File: src/rtl/hazard_fwd_unit.sv
// Pipeline hazard unit: EX-stage operand forwarding, load-use / RAW / multi-cycle
// stall detection, a small FSM tracking one in-flight multi-cycle op, and a stall counter.
module hazard_fwd_unit #(
  parameter int REGS_W = 5,
  parameter int FWD_EN = 1,
  parameter int MC_LAT = 4,
  parameter int PERF_W = 32
) (
  input  logic              clk,
  input  logic              rst_n,
  input  logic              id_valid,
  input  logic              id_mc,
  input  logic [REGS_W-1:0] id_rs1,
  input  logic [REGS_W-1:0] id_rs2,
  input  logic [REGS_W-1:0] ex_rs1,
  input  logic [REGS_W-1:0] ex_rs2,
  input  logic [REGS_W-1:0] ex_rd,
  input  logic              ex_regwrite,
  input  logic              ex_memread,
  input  logic              ex_mc_start,
  input  logic [REGS_W-1:0] mem_rd,
  input  logic              mem_regwrite,
  input  logic [REGS_W-1:0] wb_rd,
  input  logic              wb_regwrite,
  output logic [1:0]        fwd_a,
  output logic [1:0]        fwd_b,
  output logic              stall_if,
  output logic              stall_id,
  output logic              flush_ex,
  output logic              mc_busy,
  output logic [PERF_W-1:0] stall_cnt
);

  localparam int CNT_W = $clog2(MC_LAT + 1);

  typedef enum logic {
    IDLE    = 1'b0,
    MC_BUSY = 1'b1
  } state_t;

  state_t             state_q, state_d;
  logic [REGS_W-1:0]  pend_rd_q, pend_rd_d;
  logic [CNT_W-1:0]   mc_cnt_q, mc_cnt_d;
  logic [PERF_W-1:0]  stall_cnt_q;

  logic mem_fwd_ok, wb_fwd_ok;
  logic ex_hit, mem_hit, pend_hit;
  logic load_use, raw_hz, mc_hz, hazard;

  assign mem_fwd_ok = mem_regwrite && (mem_rd != '0);
  assign wb_fwd_ok  = wb_regwrite && (wb_rd != '0);

  // EX/MEM has the younger value, so it wins over MEM/WB.
  always_comb begin
    fwd_a = 2'b00;
    fwd_b = 2'b00;
    if (FWD_EN != 0) begin
      if (mem_fwd_ok && (mem_rd == ex_rs1))     fwd_a = 2'b10;
      else if (wb_fwd_ok && (wb_rd == ex_rs1))  fwd_a = 2'b01;
      if (mem_fwd_ok && (mem_rd == ex_rs2))     fwd_b = 2'b10;
      else if (wb_fwd_ok && (wb_rd == ex_rs2))  fwd_b = 2'b01;
    end
  end

  assign ex_hit   = (ex_rd != '0) && ((ex_rd == id_rs1) || (ex_rd == id_rs2));
  assign mem_hit  = (mem_rd != '0) && ((mem_rd == id_rs1) || (mem_rd == id_rs2));
  assign pend_hit = (pend_rd_q != '0) && ((pend_rd_q == id_rs1) || (pend_rd_q == id_rs2));

  assign load_use = ex_memread && ex_hit;
  // Without forwarding, EX and MEM producers must drain; WB is covered by write-first RF.
  assign raw_hz   = (FWD_EN == 0) && ((ex_regwrite && ex_hit) || (mem_regwrite && mem_hit));
  assign mc_hz    = (mc_busy && pend_hit) || (ex_mc_start && ex_hit) ||
                    (id_mc && (mc_busy || ex_mc_start));
  assign hazard   = id_valid && (load_use || raw_hz || mc_hz);

  assign stall_if = hazard;
  assign stall_id = hazard;
  assign flush_ex = hazard;

  always_ff @(posedge clk or negedge rst_n) begin
    if (!rst_n) begin
      state_q   <= IDLE;
      pend_rd_q <= '0;
      mc_cnt_q  <= '0;
    end else begin
      state_q   <= state_d;
      pend_rd_q <= pend_rd_d;
      mc_cnt_q  <= mc_cnt_d;
    end
  end

  // A start while already busy is a protocol violation and is dropped.
  always_comb begin
    state_d   = state_q;
    pend_rd_d = pend_rd_q;
    mc_cnt_d  = mc_cnt_q;
    mc_busy   = 1'b0;
    case (state_q)
      IDLE: begin
        if (ex_mc_start) begin
          state_d   = MC_BUSY;
          pend_rd_d = ex_rd;
          mc_cnt_d  = CNT_W'(MC_LAT - 1);
        end
      end
      MC_BUSY: begin
        mc_busy = 1'b1;
        if (mc_cnt_q == CNT_W'(1)) begin
          state_d   = IDLE;
          pend_rd_d = '0;
          mc_cnt_d  = '0;
        end else begin
          mc_cnt_d  = mc_cnt_q - CNT_W'(1);
        end
      end
      default: begin
        state_d   = IDLE;
        pend_rd_d = '0;
        mc_cnt_d  = '0;
      end
    endcase
  end

  always_ff @(posedge clk or negedge rst_n) begin
    if (!rst_n) begin
      stall_cnt_q <= '0;
    end else if (stall_id && (stall_cnt_q != '1)) begin
      stall_cnt_q <= stall_cnt_q + PERF_W'(1);
    end
  end

  assign stall_cnt = stall_cnt_q;

endmodule

File: config.mk
export PLATFORM = sky130hd
export DESIGN_NAME = hazard_fwd_unit
export DESIGN_NICKNAME = d
export VERILOG_FILES = /design/src/rtl/hazard_fwd_unit.sv
export SDC_FILE = /design/constraint.sdc
export NUM_CORES = 1
export LEC_CHECK = 0
export CAP_MARGIN = 10
export CORE_UTILIZATION = 35
export CTS_BUF_LIST = sky130_fd_sc_hd__clkbuf_8 sky130_fd_sc_hd__clkbuf_16
export CTS_CLUSTER_DIAMETER = 80
export DETAILED_ROUTE_END_ITERATION = 12
export HOLD_SLACK_MARGIN = 0.03
export SLEW_MARGIN = 20
export SYNTH_ARGS = -nofsm -noshare
export SYNTH_HDL_FRONTEND = slang
export SYNTH_SLANG_ARGS = --single-unit
File: constraint.sdc
create_clock -name clk -period 2.6 [get_ports clk]
set_clock_uncertainty 0.2 [all_clocks]
set_input_delay 0.39 -clock clk [delete_from_list [all_inputs] [get_ports clk]]
set_output_delay 0.39 -clock clk [all_outputs]
set_load 0.05 [all_outputs]
=== Yosys cells after proc, flatten, opt, wreduce, memory -nomap -nowiden ===
Cells that the tools add are included.

* Bitwise gates (word level): 1
* Reductions and logical operators: 25
* Add/sub/neg operators: 2
* Equal/unequal tests: 12
* Multiplexer cells: 14

{| class="wikitable"
|+ Operators by type and width
! cell !! number
|-
| $eq A5 B5 Y1 || 8
|-
| $add A32 B1 Y32 const B || 1
|-
| $ne A32 B32 Y1 const B || 1
|-
| $reduce_bool A5 Y1 || 4
|-
| $logic_and A1 B1 Y1 || 14
|-
| $mux W5 || 2
|-
| $pmux W5 S2 || 1
|-
| $logic_or A1 B1 Y1 || 6
|-
| $mux W3 || 2
|-
| $pmux W3 S2 || 1
|-
| $mux W1 || 5
|-
| $mux W2 || 2
|-
| $eq A3 B1 Y1 const B || 1
|-
| $sub A3 B1 Y3 const B || 1
|-
| $ne A2 B1 Y1 const B || 1
|-
| $ne A2 B2 Y1 const B || 1
|-
| $pmux W1 S2 || 1
|-
| $reduce_and A2 Y1 || 1
|-
| $not A1 Y1 || 1
|}

* Output and inout port bits: 40
* Logic and storage cells: 58
* Register bits: 41
* Input port bits: 44

=== Logic depth before layout (Yosys ltp) ===
Gate-level depths: netlist of run 1.

* Depth in word-level cells: 9
* Depth in mapped cells: 8
* Mapped depth without buffers: 7

=== Worst setup path after synthesis of run 1 ===
No wires, ideal clock.

* Path type: in2out
* Start point: input mem_rd[1]
* End point: output fwd_a[0]
* Data required time: 2.010 ns
* Cell stages on the path: 4
* Arrival: 2.967 ns
* Setup slack: -0.957 ns
* Path buffers: 0
* Path through: or4_1 > o21ai_0 > nor4_1 > nor4_1

* Cells in the longest elaborated chain, start to end: 4
* Elaborated cells between the ends (all ways): 5
* Classes of those cells: eq/ne: 1; mux: 1; reduce/logical: 3

{| class="wikitable"
|+ Ends and longest elaborated chain
! element !! RTL line !! RTL
|-
| from (decl) || 21 || <nowiki>input logic [REGS_W-1:0] mem_rd,</nowiki>
|-
| $reduce_bool A5 Y1 || -- ||
|-
| $logic_and A1 B1 Y1 || 50 || <nowiki>assign mem_fwd_ok = mem_regwrite && (mem_rd != '0);</nowiki>
|-
| $logic_and A1 B1 Y1 * || 58 || <nowiki>if (mem_fwd_ok && (mem_rd == ex_rs1)) fwd_a = 2'b10;</nowiki>
|-
| $mux W2 * || 58 ||
|-
| to (decl) || 25 || <nowiki>output logic [1:0] fwd_a,</nowiki>
|}

Mark *: on every way between the ends. The rest lies on a longest branch, timed or not.

=== Worst setup path in the final report of run 1 ===
* Start point: register pend_rd_q[1]
* End point: output stall_if

* Cells in the longest elaborated chain, start to end: 8
* Elaborated cells between the ends (all ways): 10
* Classes of those cells: eq/ne: 2; reduce/logical: 8

{| class="wikitable"
|+ Ends and longest elaborated chain
! element !! RTL line !! RTL
|-
| from (decl) || 42 || <nowiki>logic [REGS_W-1:0] pend_rd_q, pend_rd_d;</nowiki>
|-
| from (signal assigned) || 87 || <nowiki>pend_rd_q <= pend_rd_d;</nowiki>
|-
| $eq A5 B5 Y1 || 67 || <nowiki>assign pend_hit = (pend_rd_q != '0) && ((pend_rd_q == id_rs1) || (pend_rd_q == id_rs2));</nowiki>
|-
| $logic_or A1 B1 Y1 || 67 ||
|-
| $logic_and A1 B1 Y1 * || 67 ||
|-
| $logic_and A1 B1 Y1 * || 72 || <nowiki>assign mc_hz = (mc_busy && pend_hit) || (ex_mc_start && ex_hit) ||</nowiki>
|-
| $logic_or A1 B1 Y1 * (2 in a row) || 72 ||
|-
| $logic_or A1 B1 Y1 * || 74 || <nowiki>assign hazard = id_valid && (load_use || raw_hz || mc_hz);</nowiki>
|-
| $logic_and A1 B1 Y1 * || 74 ||
|-
| to (decl) || 27 || <nowiki>output logic stall_if,</nowiki>
|}

Marks and branches as above.

==> impl_metrics.ini, run 1 <==
[place]
routabilityCongestion = 0.838
placed_area_um2 = 3770
port_buffers = 82
dp_worst_setup_slack_ps = -223
dp_hpwl_mm = 4.83

[timing]
period_share = 1.04
whs_ps = 287
max_freq_mhz = 371
relSlewSlack = 0.568
finalMaxSlewViolations = 0
setup_viol = 3
worstMarginPinSlew_ps = 649
period_minus_slack_ps = 2700
grt_setup_unrepaired = true
hold_viol_final = 0
setup_ws_ps = -95.0

[worst_setup_path]
setup.worst_path.class = register to primary output
critPathRequiredTime_ps = 2010
end_kind = primary output
cp.arrival_ps = 2110
cp-start-kind = register
path_max_fanout = 3

[cts]
cts_tree = done
h-tree-depth = 2
cts.sinks = 41
root_buffer = clkbuf_8
clk_transition_reported_paths_ps = 80
cts_buffers = 5
clkLatencyLatePin_ps = 290
cts_buffer_depth = 2

[hold_path]
hold_path.class = register to register

[synth]
synth_area_leaders = dfrtp_1 (41%), xnor2_1 (18%), xor2_1 (6.6%)
synthCells = 253
synth-seq-cells = 41
seq_area_frac_synth = 0.405
synth-edff-count = 0
ys_types = 37
synthArstFlopShare = 1.00
synthesis.area_um2 = 2530
ys_top_cells_by_count = xnor2_1 (52), dfrtp_1 (41), nand3_1 (21)
synth_top_area_share = 0.405
synth_top_area_cell = dfrtp_1
yosysMostFrequentCell = xnor2_1
syn_area_per_cell_um2 = 10.0
syn-num-nets = 300
yosys_warnings = 0
ys.flop_type = dfrtp_1

[route]
finalWirelength_mm = 7.00
drcViolationCount = 0
vias_per_cell = 5.02
post_drt_wl_per_cell_um = 14.9
drtPass1Iterations = 4
drt-initial-drc-count = 68
num_vias = 2360
drtAntennaViolNets = 0

[floorplan]
ios = 84
die_y_um = 87.1
num_rows = 30
dieArea_um2 = 7580
start_util = 0.367
core_um2 = 6910
die_w_um = 87.1

[final_layout]
drive_gt1_frac = 0.246
fillers = 647
fin_util = 0.595
fin_area_um2 = 4110
area_growth_pct = 62.4
layout.nets = 420
antennaDiodeCount = 0

[global_route]
grt_pass1_vias = 2267
grt_first_pass_wirelength_mm = 10.7
grt_start_max_net_pins = 28
grt-ovfl-total = 0
grt.total_usage = 0.183
antenna_found_initial = 0

[power_and_ir_drop]
power_density_nw_per_um2 = 641
leakage_uw = 0.00180
max-vdd-ir-drop_v = 0.000494

[flow_run]
cap_violations = 0

[run_status]
status = finished, violations left
violations = negative setup slack
## power by group
group          total [µW]  switching [µW]  internal (µW)
sequential            870             121            749
combinational        1340             723            621
clock                 424             216            209
## cell type report
type / count / area [µm²] / share of cell area
Timing Repair Buffer: 123 / 1280 / 0.312
Clock inverter: 2 / 7.51 / 0.00183
Sequential cell: 41 / 1040 / 0.252
Multi-Input combinational cell: 198 / 1570 / 0.382
Clock buffer: 6 / 82.6 / 0.0201
Tap cell: 96 / 120 / 0.0292
Inverter: 4 / 15.0 / 0.00365
## kinds of logic after synthesis
group,count (synthesis),share of synthesized area
simple gates,97,0.214
xor+xnor,71,0.246
flops,41,0.405
compound gates,20,0.0608
buf+inv,14,0.0311
mux,7,0.0287
fa+ha+maj,3,0.0148
## path summary, 6_finish.rpt
| path | startpoint | to | slack [ps] | cells past startpoint |
|---|---|---|---|---|
| min in group asynchronous | rst_n | stall_cnt[10] | 320 | 2 |
| max in group asynchronous | rst_n | stall_cnt[14] | 1190 | 3 |
| worst max-delay path | pend_rd_q[1] | stall_if | -100 | 7 |
| worst min-delay path | stall_cnt[17] | stall_cnt[17] | 290 | 1 |
| worst max register to register | stall_cnt[18] | stall_cnt[0] | 90 | 8 |
| worst min register to register | stall_cnt[17] | stall_cnt[17] | 290 | 1 |
## sequential cells by signal, indices dropped and copies added, names as in the netlist
| name | cells |
|---|---|
| pend_rd_q | 5 |
| stall_cnt | 32 |
| state_q | 1 |
| mc_cnt_q | 3 |
## what timing repair did
action | in CTS | in global routing
pin swaps | 8 | 10
gates resized for setup | 25 | 33
setup endpoints to repair | 7 | 27
setup buffers | 3 | 1
hold buffers | 1 | 0
hold endpoints to repair | 14 | 0
cloned | 0 | 3
## worst max-delay path, stage by stage, from the launching register on
cell and delay (ps):
dfrtp_1 390, or4_4 550, nor2_4 140, nor4_2 60, o31ai_2 290, a21boi_2 90
buf_6 150, buf_12 140
## cell usage in the layout (no fill, tap or decap), drive strengths merged, types with 5 or more instances in the layout
master | Yosys | layout
xnor2 | 52 | 52
clkdlybuf4s50 | 0 | 49
buf | 7 | 48
dfrtp | 41 | 41
nand3 | 24 | 24
xor2 | 19 | 19
dlymetal6s2s | 0 | 19
nand2 | 18 | 18
nand4 | 15 | 15
nor2 | 10 | 10
and3 | 8 | 8
clkbuf | 3 | 8
nor4 | 8 | 8
or4 | 7 | 7
inv | 4 | 6
o22ai | 6 | 6
mux2i | 5 | 5
## through the flow
stage	cells	total power, µW	setup TNS (ps)
floorplan	253	1600	-282
global placement	456	2050	-6230
detailed placement	456	2070	-6650
CTS	467	2530	-343
global route	470	2790	-641
finish	470	2640	-285
## per-layer routing
layer | GRT usage | wire [µm]
met5 | 0 | 0
met4 | 0.0652 | 97
met1 | 0.229 | 3140
met3 | 0.0408 | 410
met2 | 0.309 | 3350
(Power assumes the default switching activity.)
==> run 2: changes to the inputs <==
--- a/config.mk
+++ b/config.mk
@@ -9,6 +9,7 @@
 export CORE_UTILIZATION = 35
 export CTS_BUF_LIST = sky130_fd_sc_hd__clkbuf_8 sky130_fd_sc_hd__clkbuf_16
 export CTS_CLUSTER_DIAMETER = 80
+export CTS_CLUSTER_SIZE = 10
 export DETAILED_ROUTE_END_ITERATION = 12
 export HOLD_SLACK_MARGIN = 0.03
 export SLEW_MARGIN = 20
==> results of run 2 <==
No change in the layout: final DEF, timing and power equal those of run 1.
